**config.mk**
```make
export PLATFORM = sky130hd
export DESIGN_NAME = axis_uart_tx
export DESIGN_NICKNAME = d
export VERILOG_FILES = /design/src/rtl/axis_uart_tx_pkg.sv /design/src/rtl/axis_uart_tx_baud_tick.sv /design/src/rtl/axis_uart_tx.sv
export SDC_FILE = /design/constraint.sdc
export NUM_CORES = 1
export LEC_CHECK = 0
export CAP_MARGIN = 20
export CELL_PAD_IN_SITES_DETAIL_PLACEMENT = 1
export CELL_PAD_IN_SITES_GLOBAL_PLACEMENT = 1
export CORE_ASPECT_RATIO = 1.75
export CORE_UTILIZATION = 40
export DETAILED_ROUTE_END_ITERATION = 6
export PLACE_DENSITY_LB_ADDON = 0.1
export SYNTH_ARGS = -nofsm -noshare
export SYNTH_HDL_FRONTEND = slang
export SYNTH_SLANG_ARGS = --single-unit
```
**constraint.sdc**
```tcl
create_clock -name i_clk -period 1.9 [get_ports i_clk]
set_input_delay 0.285 -clock i_clk [delete_from_list [all_inputs] [get_ports i_clk]]
set_output_delay 0.285 -clock i_clk [all_outputs]
set_load 0.02 [all_outputs]
```
**src/rtl/axis_uart_tx_pkg.sv**
```systemverilog
// Shared definitions for the AXI-Stream to UART transmitter.
//   tx_state_t : serializer FSM states
//   PAR_*      : parity mode encodings for the PARITY parameter
//   frame_bits : number of bit-times in one UART frame
package axis_uart_tx_pkg;

  typedef enum logic [2:0] {
    ST_IDLE,
    ST_START,
    ST_DATA,
    ST_PARITY,
    ST_STOP
  } tx_state_t;

  localparam int unsigned PAR_NONE = 0;
  localparam int unsigned PAR_EVEN = 1;
  localparam int unsigned PAR_ODD  = 2;

  // start + 8 data + optional parity + stop bits
  function automatic int unsigned frame_bits(input int unsigned parity,
                                             input int unsigned stop_bits);
    return 9 + ((parity != PAR_NONE) ? 1 : 0) + stop_bits;
  endfunction

endpackage

```
**src/rtl/axis_uart_tx_baud_tick.sv**
```systemverilog
// Bit-time generator for the UART transmitter.
// Counts 0..CLKS_PER_BIT-1 and emits a one-cycle tick on the terminal count,
// so ticks are CLKS_PER_BIT cycles apart. i_clr restarts the count at 0.
// Ports:
//   i_clk  : clock, rising edge
//   i_rst  : synchronous active-high reset
//   i_clr  : restart the bit-time from count 0
//   o_tick : high for one cycle at the end of each bit-time
module uart_baud_tick #(
  parameter int unsigned CLKS_PER_BIT = 16
) (
  input  logic i_clk,
  input  logic i_rst,
  input  logic i_clr,
  output logic o_tick
);

  localparam int unsigned    CNT_W    = $clog2(CLKS_PER_BIT);
  localparam logic [CNT_W-1:0] TERMINAL = CNT_W'(CLKS_PER_BIT - 1);

  logic [CNT_W-1:0] cnt;

  assign o_tick = (cnt == TERMINAL);

  always_ff @(posedge i_clk) begin
    if (i_rst || i_clr || o_tick) begin
      cnt <= '0;
    end else begin
      cnt <= cnt + CNT_W'(1);
    end
  end

endmodule

```
**src/rtl/axis_uart_tx.sv**
```systemverilog
// AXI-Stream byte sink that serializes each accepted byte onto a UART line,
// LSB first, with optional parity and one or two stop bits. A one-cycle
// o_pkt_done pulse marks the end of the frame of a byte accepted with i_last.
// Ports:
//   i_clk      : clock, rising edge
//   i_rst      : synchronous active-high reset
//   i_data     : stream byte
//   i_last     : byte is the last of its packet
//   i_valid    : stream valid
//   o_ready    : stream ready (high only while idle)
//   o_tx       : registered UART serial output, idle high
//   o_pkt_done : end-of-frame pulse for a last byte
module axis_uart_tx #(
  parameter int unsigned CLKS_PER_BIT = 16,
  parameter int unsigned PARITY       = 0,
  parameter int unsigned STOP_BITS    = 1
) (
  input  logic       i_clk,
  input  logic       i_rst,
  input  logic [7:0] i_data,
  input  logic       i_last,
  input  logic       i_valid,
  output logic       o_ready,
  output logic       o_tx,
  output logic       o_pkt_done
);

  import axis_uart_tx_pkg::*;

  localparam logic [2:0] DATA_LAST = 3'd7;
  localparam logic [2:0] STOP_LAST = 3'(STOP_BITS - 1);
  localparam bit         HAS_PAR   = (PARITY != PAR_NONE);
  localparam bit         ODD_PAR   = (PARITY == PAR_ODD);

  tx_state_t  state_q, state_d;
  logic [7:0] shift_q, shift_d;
  logic [2:0] bit_idx_q, bit_idx_d;
  logic       last_q, last_d;
  logic       par_q, par_d;
  logic       tx_d;
  logic       done_d;
  logic       accept;
  logic       tick;

  // Ready comes from registered state only; no path from i_valid.
  assign o_ready = (state_q == ST_IDLE);
  assign accept  = i_valid && o_ready;

  uart_baud_tick #(
    .CLKS_PER_BIT(CLKS_PER_BIT)
  ) u_baud (
    .i_clk (i_clk),
    .i_rst (i_rst),
    .i_clr (accept),
    .o_tick(tick)
  );

  always_comb begin
    state_d   = state_q;
    shift_d   = shift_q;
    bit_idx_d = bit_idx_q;
    last_d    = last_q;
    par_d     = par_q;
    done_d    = 1'b0;

    case (state_q)
      ST_IDLE: begin
        if (accept) begin
          shift_d   = i_data;
          last_d    = i_last;
          par_d     = 1'b0;
          bit_idx_d = '0;
          state_d   = ST_START;
        end
      end
      ST_START: begin
        if (tick) begin
          state_d = ST_DATA;
        end
      end
      ST_DATA: begin
        if (tick) begin
          par_d   = par_q ^ shift_q[0];
          shift_d = {1'b0, shift_q[7:1]};
          if (bit_idx_q == DATA_LAST) begin
            bit_idx_d = '0;
            state_d   = HAS_PAR ? ST_PARITY : ST_STOP;
          end else begin
            bit_idx_d = bit_idx_q + 3'd1;
          end
        end
      end
      ST_PARITY: begin
        if (tick) begin
          state_d = ST_STOP;
        end
      end
      ST_STOP: begin
        if (tick) begin
          if (bit_idx_q == STOP_LAST) begin
            bit_idx_d = '0;
            state_d   = ST_IDLE;
            done_d    = last_q;
          end else begin
            bit_idx_d = bit_idx_q + 3'd1;
          end
        end
      end
      default: begin
        state_d = ST_IDLE;
      end
    endcase

    // Line level is decoded from the next state so the registered o_tx
    // changes on the same edge as the state register.
    case (state_d)
      ST_START:  tx_d = 1'b0;
      ST_DATA:   tx_d = shift_d[0];
      ST_PARITY: tx_d = ODD_PAR ? ~par_d : par_d;
      default:   tx_d = 1'b1;
    endcase
  end

  always_ff @(posedge i_clk) begin
    if (i_rst) begin
      state_q    <= ST_IDLE;
      shift_q    <= '0;
      bit_idx_q  <= '0;
      last_q     <= 1'b0;
      par_q      <= 1'b0;
      o_tx       <= 1'b1;
      o_pkt_done <= 1'b0;
    end else begin
      state_q    <= state_d;
      shift_q    <= shift_d;
      bit_idx_q  <= bit_idx_d;
      last_q     <= last_d;
      par_q      <= par_d;
      o_tx       <= tx_d;
      o_pkt_done <= done_d;
    end
  end

endmodule

```
### Word level (Yosys, flattened, before mapping)

Index checks and enable logic that the tools add are counted.
Widths: inputs -> output; s select.

* output and inout port bits: 3
* input bits: 12
* register bits: 22

* bitwise operators: 4
* equal/unequal tests: 12
* reductions and logical operators: 11
* add/subtract/negate cells: 2
* mux-type cells: 21

Operator list (number)
* $mux 3: 12
* $mux 8: 2
* $pmux 8 s2: 1
* $pmux 3 s5: 1
* $eq 3x2->1 const B: 4
* $pmux 3 s3: 1
* $eq 3x1->1 const B: 2
* $eq 3x3->1 const B: 2
* $logic_not 3->1: 2
* $ne 2x1->1 const B: 3
* $add 4x1->4 const B: 1
* $eq 4x4->1 const B: 1
* $reduce_and 4->1: 1
* $reduce_or 4->1: 1
* $add 3x1->3 const B: 1
* $not 1->1: 3
* $pmux 1 s3: 1
* $reduce_and 3->1: 1
* $reduce_bool 3->1: 1
* $logic_or 1x1->1: 2
* $mux 1: 2
* $pmux 1 s2: 1
* $reduce_and 2->1: 1
* $reduce_bool 2->1: 1
* 2 further kinds: 2

### Logic depth before layout (Yosys ltp)

Gate-level depths: netlist (run 1).

* depth after elaboration: 6
* depth in mapped cells: 6
* gate-level depth less buffers: 6

### Cells and area by module

From an unflattened synthesis (run 1), not the netlist that was laid out.

* cell total of the unflattened synthesis: 116
* area total of the unflattened synthesis: 1059.8 um2

Modules (own cells, without submodules)
* axis_uart_tx: cells an instance 100, sequential area each 360.3 um2, area each 902.1 um2, instances 1
* uart_baud_tick: cells an instance 16, sequential area each 80.1 um2, area each 157.7 um2, instances 1

### Worst setup path after synthesis (run 1)

Ideal clock, no wire load.

* path type: flip-flop to flip-flop
* start point: register u_baud.cnt[0]
* end point: register o_tx
* setup time: 0.141 ns
* path slack: 0.416 ns
* cell stages (with the launch flop): 7
* required time: 1.759 ns
* arrival: 1.343 ns
* path through: dfxtp_1 > ha_1 > and3_1 > clkbuf_1 > a32o_1 > a21oi_1 > a32oi_1

* word-level cells in the longest chain between the ends: 5

Ends and longest elaborated chain
* start: declaration: line axis_uart_tx_baud_tick.sv:21 `logic [CNT_W-1:0] cnt;`
* start signal: assignment: line axis_uart_tx_baud_tick.sv:29 `cnt <= cnt + CNT_W'(1);`
* $eq 4x4->1 (*): line axis_uart_tx_baud_tick.sv:23 `assign o_tick = (cnt == TERMINAL);`
* $mux 3 (on tied branches)
* $pmux 3 s5: line axis_uart_tx.sv:66 `case (state_q)`
* $eq 3x2->1 or $eq 3x1->1 (tied branches): line axis_uart_tx.sv:116 `case (state_d)`
* $pmux 1 s3 (*): line axis_uart_tx.sv:116
* end signal: assignment: line axis_uart_tx.sv:139 `o_tx <= tx_d;`
* end: declaration: line axis_uart_tx.sv:24 `output logic o_tx,`

Mark *: on every way between the ends. The rest lies on a longest branch, timed or not. The select of a mux whose other input is x is not followed.
A chain may end at the register's enable or synchronous reset.

### Final worst setup path (run 1)

* start point: register state_q[2]
* end point: output o_ready

* word-level cells in the longest chain between the ends: 1

Ends and longest elaborated chain
* start: declaration: line axis_uart_tx.sv:35 `tx_state_t state_q, state_d;`
* start signal: assignment: line axis_uart_tx.sv:134 `state_q <= state_d;`
* $logic_not 3->1: line axis_uart_tx.sv:46 `assign o_ready = (state_q == ST_IDLE);`
* end: declaration: line axis_uart_tx.sv:23 `output logic o_ready,`

Every way passes these cells.

==> results of run 1 <==
==> sequential cells by signal, indices dropped and copies added, names as in the netlist <==
signal	cells
bit_idx_q	3
par_q	1
state_q	3
shift_q	8
u_baud.cnt	4
o_tx	1
last_q	1
o_pkt_done	1
==> worst max-delay path, cell delays in order, from the launching register on <==
cell	delay [ns]
dfxtp_1	0.44
nor3_1	0.22
clkdlybuf4s50_1	0.62
==> routing by layer <==
layer  vias to the layer above  track usage [%]  wire length, microns
met2                        16             33.3                  1290
met1                       447             22.6                  1080
met5                         -                0                     0
met3                         4             2.27                    40
li1                        470                -                     -
met4                         0             10.8                    63
==> worst max path at each step <==
stage	from	endpoint	depth (start not counted)
6_report	state_q[2]$_SDFF_PP0_	o_ready	2
5_1_grt	state_q[2]$_SDFF_PP0_	o_ready	2
4_1_cts	state_q[2]$_SDFF_PP0_	o_ready	2
3_5_place_dp	i_valid	o_tx$_SDFF_PP1_	5
3_3_place_gp	i_valid	o_tx$_SDFF_PP1_	5
2_1_floorplan	u_baud.cnt[0]$_SDFF_PP0_	o_tx$_SDFF_PP1_	6
==> what timing repair did <==
action	4_1_cts	5_1_grt
gates resized for setup	0	1
hold buffers	0	0
setup buffers	0	0
setup endpoints to repair	0	1
endpoints found under the hold margin	0	0
==> power by group <==
group / switching, W / internal [W]
clock: 0.000142 / 0.000141
combinational: 0.0000523 / 0.0000612
sequential: 0.0000159 / 0.000481
==> through the flow <==
step | util [%] | hold WS (ns) | total power [W]
2_1_floorplan | - | 0.418 | 0.000567
3_3_place_gp | 49.8 | 0.426 | 0.000619
3_5_place_dp | 49.8 | 0.439 | 0.000622
4_1_cts | 51.4 | 0.454 | 0.000904
5_1_grt | 51.7 | 0.486 | 0.000941
6_report | 51.7 | 0.449 | 0.000893
==> area by class of cell <==
| cell class | count | area [sq um] |
|---|---|---|
| clock buffers | 3 | 41.3 |
| well taps | 26 | 32.5 |
| fillers | 306 | 1230 |
| multi-input cells | 84 | 594 |
| flip-flops and latches | 22 | 440 |
| repair buffers | 20 | 185 |
| inverters | 7 | 26.3 |
==> logic make-up (layout without fill, tap and decap cells) <==
kind of cell / Yosys count / after routing / synth area share, %
AO/OA/AOI/OAI: 38 / 38 / 23.6
XOR/XNOR: 2 / 2 / 1.60
adder cells (fa/ha/maj): 4 / 4 / 4.57
buffers and inverters: 14 / 30 / 6.28
flip-flops: 22 / 22 / 40.2
multiplexers: 1 / 1 / 0.913
AND/OR/NAND/NOR: 39 / 39 / 22.8
==> placed cells by master, fill, tap and decap left out, types with 2 or more instances in the layout <==
| cell | netlist | layout |
|---|---|---|
| dfxtp_1 | 22 | 22 |
| clkdlybuf4s50_1 | 0 | 14 |
| a21oi_1 | 13 | 13 |
| nand2_1 | 9 | 9 |
| inv_1 | 7 | 7 |
| nor2_1 | 7 | 7 |
| a22oi_1 | 6 | 6 |
| buf_4 | 2 | 6 |
| ha_1 | 4 | 4 |
| nor3_1 | 3 | 3 |
| nand2b_1 | 3 | 3 |
| o31ai_1 | 3 | 3 |
| o2111ai_1 | 3 | 3 |
| clkbuf_8 | 0 | 3 |
| or3b_4 | 2 | 2 |
| nand3_1 | 2 | 2 |
| and3_1 | 2 | 2 |
| o21a_1 | 2 | 2 |
| and2_1 | 2 | 2 |
| a31oi_1 | 2 | 2 |
| o21ai_1 | 2 | 2 |
==> summary.md, run 1 <==
| Metric | Value |
|---|---|
| Status | finished clean |
| Sum Neg Setup Slack | 0 ns |
| # rows | 24 |
| Placed Instances | 159 |
| Hold WC Path Type | reg2reg |
| I/O pin total | 15 |
| Dpl ws | 0.0524 ns |
| Crit share post-route | 96.0% |
| Clock skew | 0.00372 ns |
| Port bufs | 14 |
| First-pass GRT wire length | 4.40 mm |
| Final instance area | 0.00132 sq mm |
| Ranking of synthesized cells by area | dfxtp_1, a21oi_1, ha_1, a22oi_1, nand2_1 |
| Avg WL per Cell | 15.3 microns |
| Cell with the most instances after synthesis | dfxtp_1 |
| Global route total overflow | 0 |
| Mapped Nets | 136 |
| Setup ws final | 0.0755 ns |
| Post-synth EDFFs | 0 |
| Nets | 154 |
| Synth Instances | 120 |
| Count of different cell masters after synthesis | 41 |
| R2r setup slk | 0.25 ns |
| Largest net degree at the start of global routing | 13 |
| Hold Vio Cnt, Final | 0 |
| Cts bufs inserted | 3 |
| Clk_lat worst skew | 0.26 ns |
| Seq/Total Area, Yosys | 40.2% |
| Power Dens Cells | 676 mW/mm^2 |
| Post-Syn Area | 0.00110 sq mm |
| Maximum VDD drop | 0.000646 V |
| Die area | 0.00296 sq mm |
| CTS Sinks | 22 |
| Worst Hold Depth | 1 |
| Vias in the first global route | 956 |
| CTS tree | built |
| CP max FO | 10 |
| Vias/cell | 5.78 |
| GRT Total Usage | 19.3% |
| WS Path Type | reg2out |
| Achievable frequency | 0.548 GHz |
| RSZ-0062 raised after global routing | false |
| Initial Utilization | 42.9% |
| Max Cap Viol | 0 |
| CTS H-tree lvls | 1 |
| Setup Viol. Count Final | 0 |
| CP arrival | 1.54 ns |
| Area leader, netlist | dfxtp_1 |
| Worst path required time | 1.62 ns |
| Worst-Margin Slew | 0.454 ns |
| FF-to-FF Start | u_baud.cnt[0]$_SDFF_PP0_ |
| Hold Path End | u_baud.cnt[0]$_SDFF_PP0_ |
| Drt total wl | 2.47 mm |
| Synth top cells by count | dfxtp_1, a21oi_1, nand2_1, inv_1, nor2_1 |
| Most frequently used flop master after synthesis | dfxtp_1 |
| Die height | 71.3 microns |
| Yosys warns | 0 |
| Syn-to-layout area delta | 20.4% |
| Clk root buf | clkbuf_8 |
| DRC violation count after routing | 0 |
| ANT nets after route | 0 |
| Max clock buf depth | 2 |
| Worst setup SP type | flip-flop |
| Placed cell area | 0.00127 sq mm |
| Crit. End Element | primary output |
| TritonRoute pass-1 iters | 4 |
| Layout cells sized above 1 | 12.5% |
| Worst-path clk slew | 0.07 ns |
| FF-to-FF End | bit_idx_q[2]$_SDFFE_PP0P_ |
| Mean post-synth cell area | 9.13 sq um |
| Initial antenna violation count | 0 |
| Synth top area share | 40.2% |
| Antenna Cells | 0 |
| GP Congestion | 0.822 |
| Core Region | 0.00255 sq mm |
| Routed vias | 937 |
| Max-slew violation count | 0 |
| Number of synthesized register bits | 22 |
| R2r worst-path depth | 5 |
| Final cell count without fillers | 162 |
| Slew HR | 69.7% |
| Die W | 41.6 microns |
| Share of synthesized registers carrying an async set or reset | 0% |
| Leak | 0.498 nW |
| Hold path start | u_baud.cnt[0]$_SDFF_PP0_ |
| 1st-iter DRT viols | 30 |
| Final min period | 1.82 ns |
| Post-detail-place hpwl | 1.96 mm |
No activity file was read; power rests on OpenSTA's default activity.
==> run 2: changes to the inputs <==
--- a/config.mk
+++ b/config.mk
@@ -9,6 +9,7 @@
 export CELL_PAD_IN_SITES_DETAIL_PLACEMENT = 1
 export CELL_PAD_IN_SITES_GLOBAL_PLACEMENT = 1
 export CORE_ASPECT_RATIO = 1.75
+export CORE_MARGIN = 4
 export CORE_UTILIZATION = 40
 export DETAILED_ROUTE_END_ITERATION = 6
 export PLACE_DENSITY_LB_ADDON = 0.1
==> run 2 against run 1 <==
Cell area up 0.66%; worst hold slack better by 0.0080 ns; sequential power about the same; power rose by 5.5%; critical path depth is 3 higher; worst setup slack better by 0.17 ns; non-clock buffer count shrank 1.
==> summary.md, run 2 (same netlist as run 1, synthesis figures left out) <==
| Metric | Value |
|---|---|
| Status | finished clean (unchanged) |
| Global route total overflow | 0 (unchanged) |
| Layout cells sized above 1 | 12.5% (unchanged) |
| GRT Total Usage | 15.8% (was 19.3%) |
| RSZ-0062 raised after global routing | false (unchanged) |
| Slew HR | 68.7% (was 69.7%) |
| Power Dens Cells | 709 mW/mm^2 (was 676 mW/mm^2) |
| Commonest cells after routing, fill and taps aside | dfxtp_1, a21oi_1, clkdlybuf4s50_1 (was dfxtp_1, clkdlybuf4s50_1, a21oi_1) |
| Initial antenna violation count | 0 (unchanged) |
| Clock power share | 35.5% (was 31.7%) |
| Routed vias | 954 (was 937) |
| Drt total wl | 2.51 mm (was 2.47 mm) |
| Largest register FFs | 8 (unchanged) |
| First-pass GRT wire length | 4.40 mm (about the same) |
| Worst path cell trace | ha_1 > nand3_1 > nor3_1 > o2111ai_1 > a21oi_1 (was nor3_1 > clkdlybuf4s50_1) |
| Max stage delay on crit path | 0.37 ns (was 0.62 ns) |
| Clock skew | 0.00314 ns (was 0.00372 ns) |
| Antenna Cells | 0 (unchanged) |
| Max clock buf depth | 2 (unchanged) |
| Vias in the first global route | 1031 (was 956) |
| Core Region | 0.00255 sq mm (unchanged) |
| # hold bufs at CTS | 0 (unchanged) |
| CP arrival | 1.86 ns (was 1.54 ns) |
| Vias/cell | 5.89 (was 5.78) |
| Largest net degree at the start of global routing | 13 (unchanged) |
| CTS tree | built (unchanged) |
| Leak | 0.505 nW (was 0.498 nW) |
| Final min period | 1.66 ns (was 1.82 ns) |
| Max-slew violation count | 0 (unchanged) |
| Hold WC Path Type | reg2reg (unchanged) |
| Slowest cell on crit path | nor3_1 (was clkdlybuf4s50_1) |
| ANT nets after route | 0 (unchanged) |
| R2r worst-path depth | 5 (unchanged) |
| CTS Sinks | 22 (unchanged) |
| Worst-path clk slew | 0.08 ns (was 0.07 ns) |
| Cts bufs inserted | 3 (unchanged) |
| Port bufs | 14 (unchanged) |
| Dpl ws | 0.0940 ns (was 0.0524 ns) |
| Maximum VDD drop | 0.000692 V (was 0.000646 V) |
| R2r setup slk | 0.24 ns (was 0.25 ns) |
| Fin Hold WS | 0.457 ns (was 0.449 ns) |
| Hold path start | u_baud.cnt[0]$_SDFF_PP0_ (unchanged) |
| Hold Vio Cnt, Final | 0 (unchanged) |
| Setup ws final | 0.242 ns (was 0.0755 ns) |
| P_sw | 0.000218 W (was 0.000210 W) |
| 1st-iter DRT viols | 6 (was 30) |
| FF-to-FF End | bit_idx_q[1]$_SDFFE_PP0P_ (was bit_idx_q[2]$_SDFFE_PP0P_) |
| Setup Fix Bufs, Post-CTS | 0 (unchanged) |
| TritonRoute pass-1 iters | 4 (unchanged) |
| Sequential power share | 52.7% (was 55.6%) |
| Biggest register | shift_q (unchanged) |
| Placed cell area | 0.00126 sq mm (was 0.00127 sq mm) |
| Clk_lat worst skew | 0.26 ns (about the same) |
| Worst Hold Depth | 1 (unchanged) |
| Fill count | 322 (was 306) |
| Max Cap Viol | 0 (unchanged) |
| Die area | 0.00367 sq mm (was 0.00296 sq mm) |
| Sum Neg Setup Slack | 0 ns (unchanged) |
| Die height | 77.3 microns (was 71.3 microns) |
| Crit. End Element | flip-flop (was primary output) |
| CTS H-tree lvls | 1 (unchanged) |
| Worst-Margin Slew | 0.469 ns (was 0.454 ns) |
| DRC violation count after routing | 0 (unchanged) |
| Commonest non-fill, non-tap cell in the layout | dfxtp_1 (unchanged) |
| Final Power | 0.000942 W (was 0.000893 W) |
| I/O pin total | 15 (unchanged) |
| Clk root buf | clkbuf_8 (unchanged) |
| Syn-to-layout area delta | 21.2% (was 20.4%) |
| FF-to-FF Start | u_baud.cnt[0]$_SDFF_PP0_ (unchanged) |
| GP Congestion | 0.780 (was 0.822) |
| Largest regs | shift_q: 8 flops, u_baud.cnt: 4 flops (unchanged) |
| CTS resizes | 0 (unchanged) |
| CP max FO | 5 (was 10) |
| Nets | 153 (was 154) |
| # rows | 24 (unchanged) |
| Avg WL per Cell | 15.5 microns (was 15.3 microns) |
| Comb pwr share | 11.8% (was 12.7%) |
| Initial Utilization | 42.9% (unchanged) |
| Die W | 47.6 microns (was 41.6 microns) |
| Post-detail-place hpwl | 2.00 mm (was 1.96 mm) |
| Worst path required time | 2.10 ns (was 1.62 ns) |
| Hold Path End | u_baud.cnt[0]$_SDFF_PP0_ (unchanged) |
| WS Path Type | reg2reg (was reg2out) |
| Achievable frequency | 0.603 GHz (was 0.548 GHz) |
| Crit share post-route | 87.3% (was 96.0%) |
| Power Internal | 0.000724 W (was 0.000683 W) |
| Final instance area | 0.00133 sq mm (was 0.00132 sq mm) |
| Sw Share | 23.2% (was 23.5%) |
| Worst setup SP type | flip-flop (unchanged) |
| Setup Viol. Count Final | 0 (unchanged) |
run 2: worst max-delay path: cells and delay by family, from the launching register on:
family | cells | cell delay [ns]
AOI/OAI and AO/OA | 2 | 0.34
adders and majority gates | 1 | 0.26
DFF | 1 | 0.36
and+or+nand+nor | 2 | 0.63
run 2: how the worst max path moves through the flow:
stage                             startpoint                         to  cells past startpoint
finish              u_baud.cnt[0]$_SDFF_PP0_  bit_idx_q[1]$_SDFFE_PP0P_                      5
CTS                    state_q[2]$_SDFF_PP0_                    o_ready                      2
detailed placement                   i_valid            o_tx$_SDFF_PP1_                      6
global route        u_baud.cnt[0]$_SDFF_PP0_  bit_idx_q[1]$_SDFFE_PP0P_                      5
global placement                     i_valid            o_tx$_SDFF_PP1_                      6
floorplan           u_baud.cnt[0]$_SDFF_PP0_            o_tx$_SDFF_PP1_                      6
run 2: final cells by class:
cell class | count | area (sq um) | share of cell area, %
clock buffer | 4 | 55.1 | 4.14
inverter | 7 | 26.3 | 1.98
multi-input combinational | 84 | 594 | 44.7
sequential | 22 | 440 | 33.1
tap | 26 | 32.5 | 2.45
timing repair buffer | 19 | 180 | 13.6
run 2: layer usage:
metal	up-vias	global-route usage [%]	share of wire, %
li1	471	-	-
met1	462	17.0	39
met2	17	28.4	57
met3	4	2.81	3.2
met4	0	5.93	1.4
met5	-	0	0
run 2: through the flow:
stage / std cells / utilization (%)
6_report: 162 / 52.1
5_1_grt: 162 / 52.1
4_1_cts: 162 / 51.7
3_5_place_dp: 158 / 49.5
3_3_place_gp: 158 / 49.5
2_1_floorplan: 120 / -
run 2: power by group through the flow:
stage               sequential [W]  combinational [W]  clock [W]
floorplan                 0.000503          0.0000646          0
global placement          0.000507           0.000109          0
detailed placement        0.000507           0.000112          0
CTS                       0.000497           0.000113   0.000350
global route              0.000499           0.000124   0.000370
finish                    0.000496           0.000111   0.000334
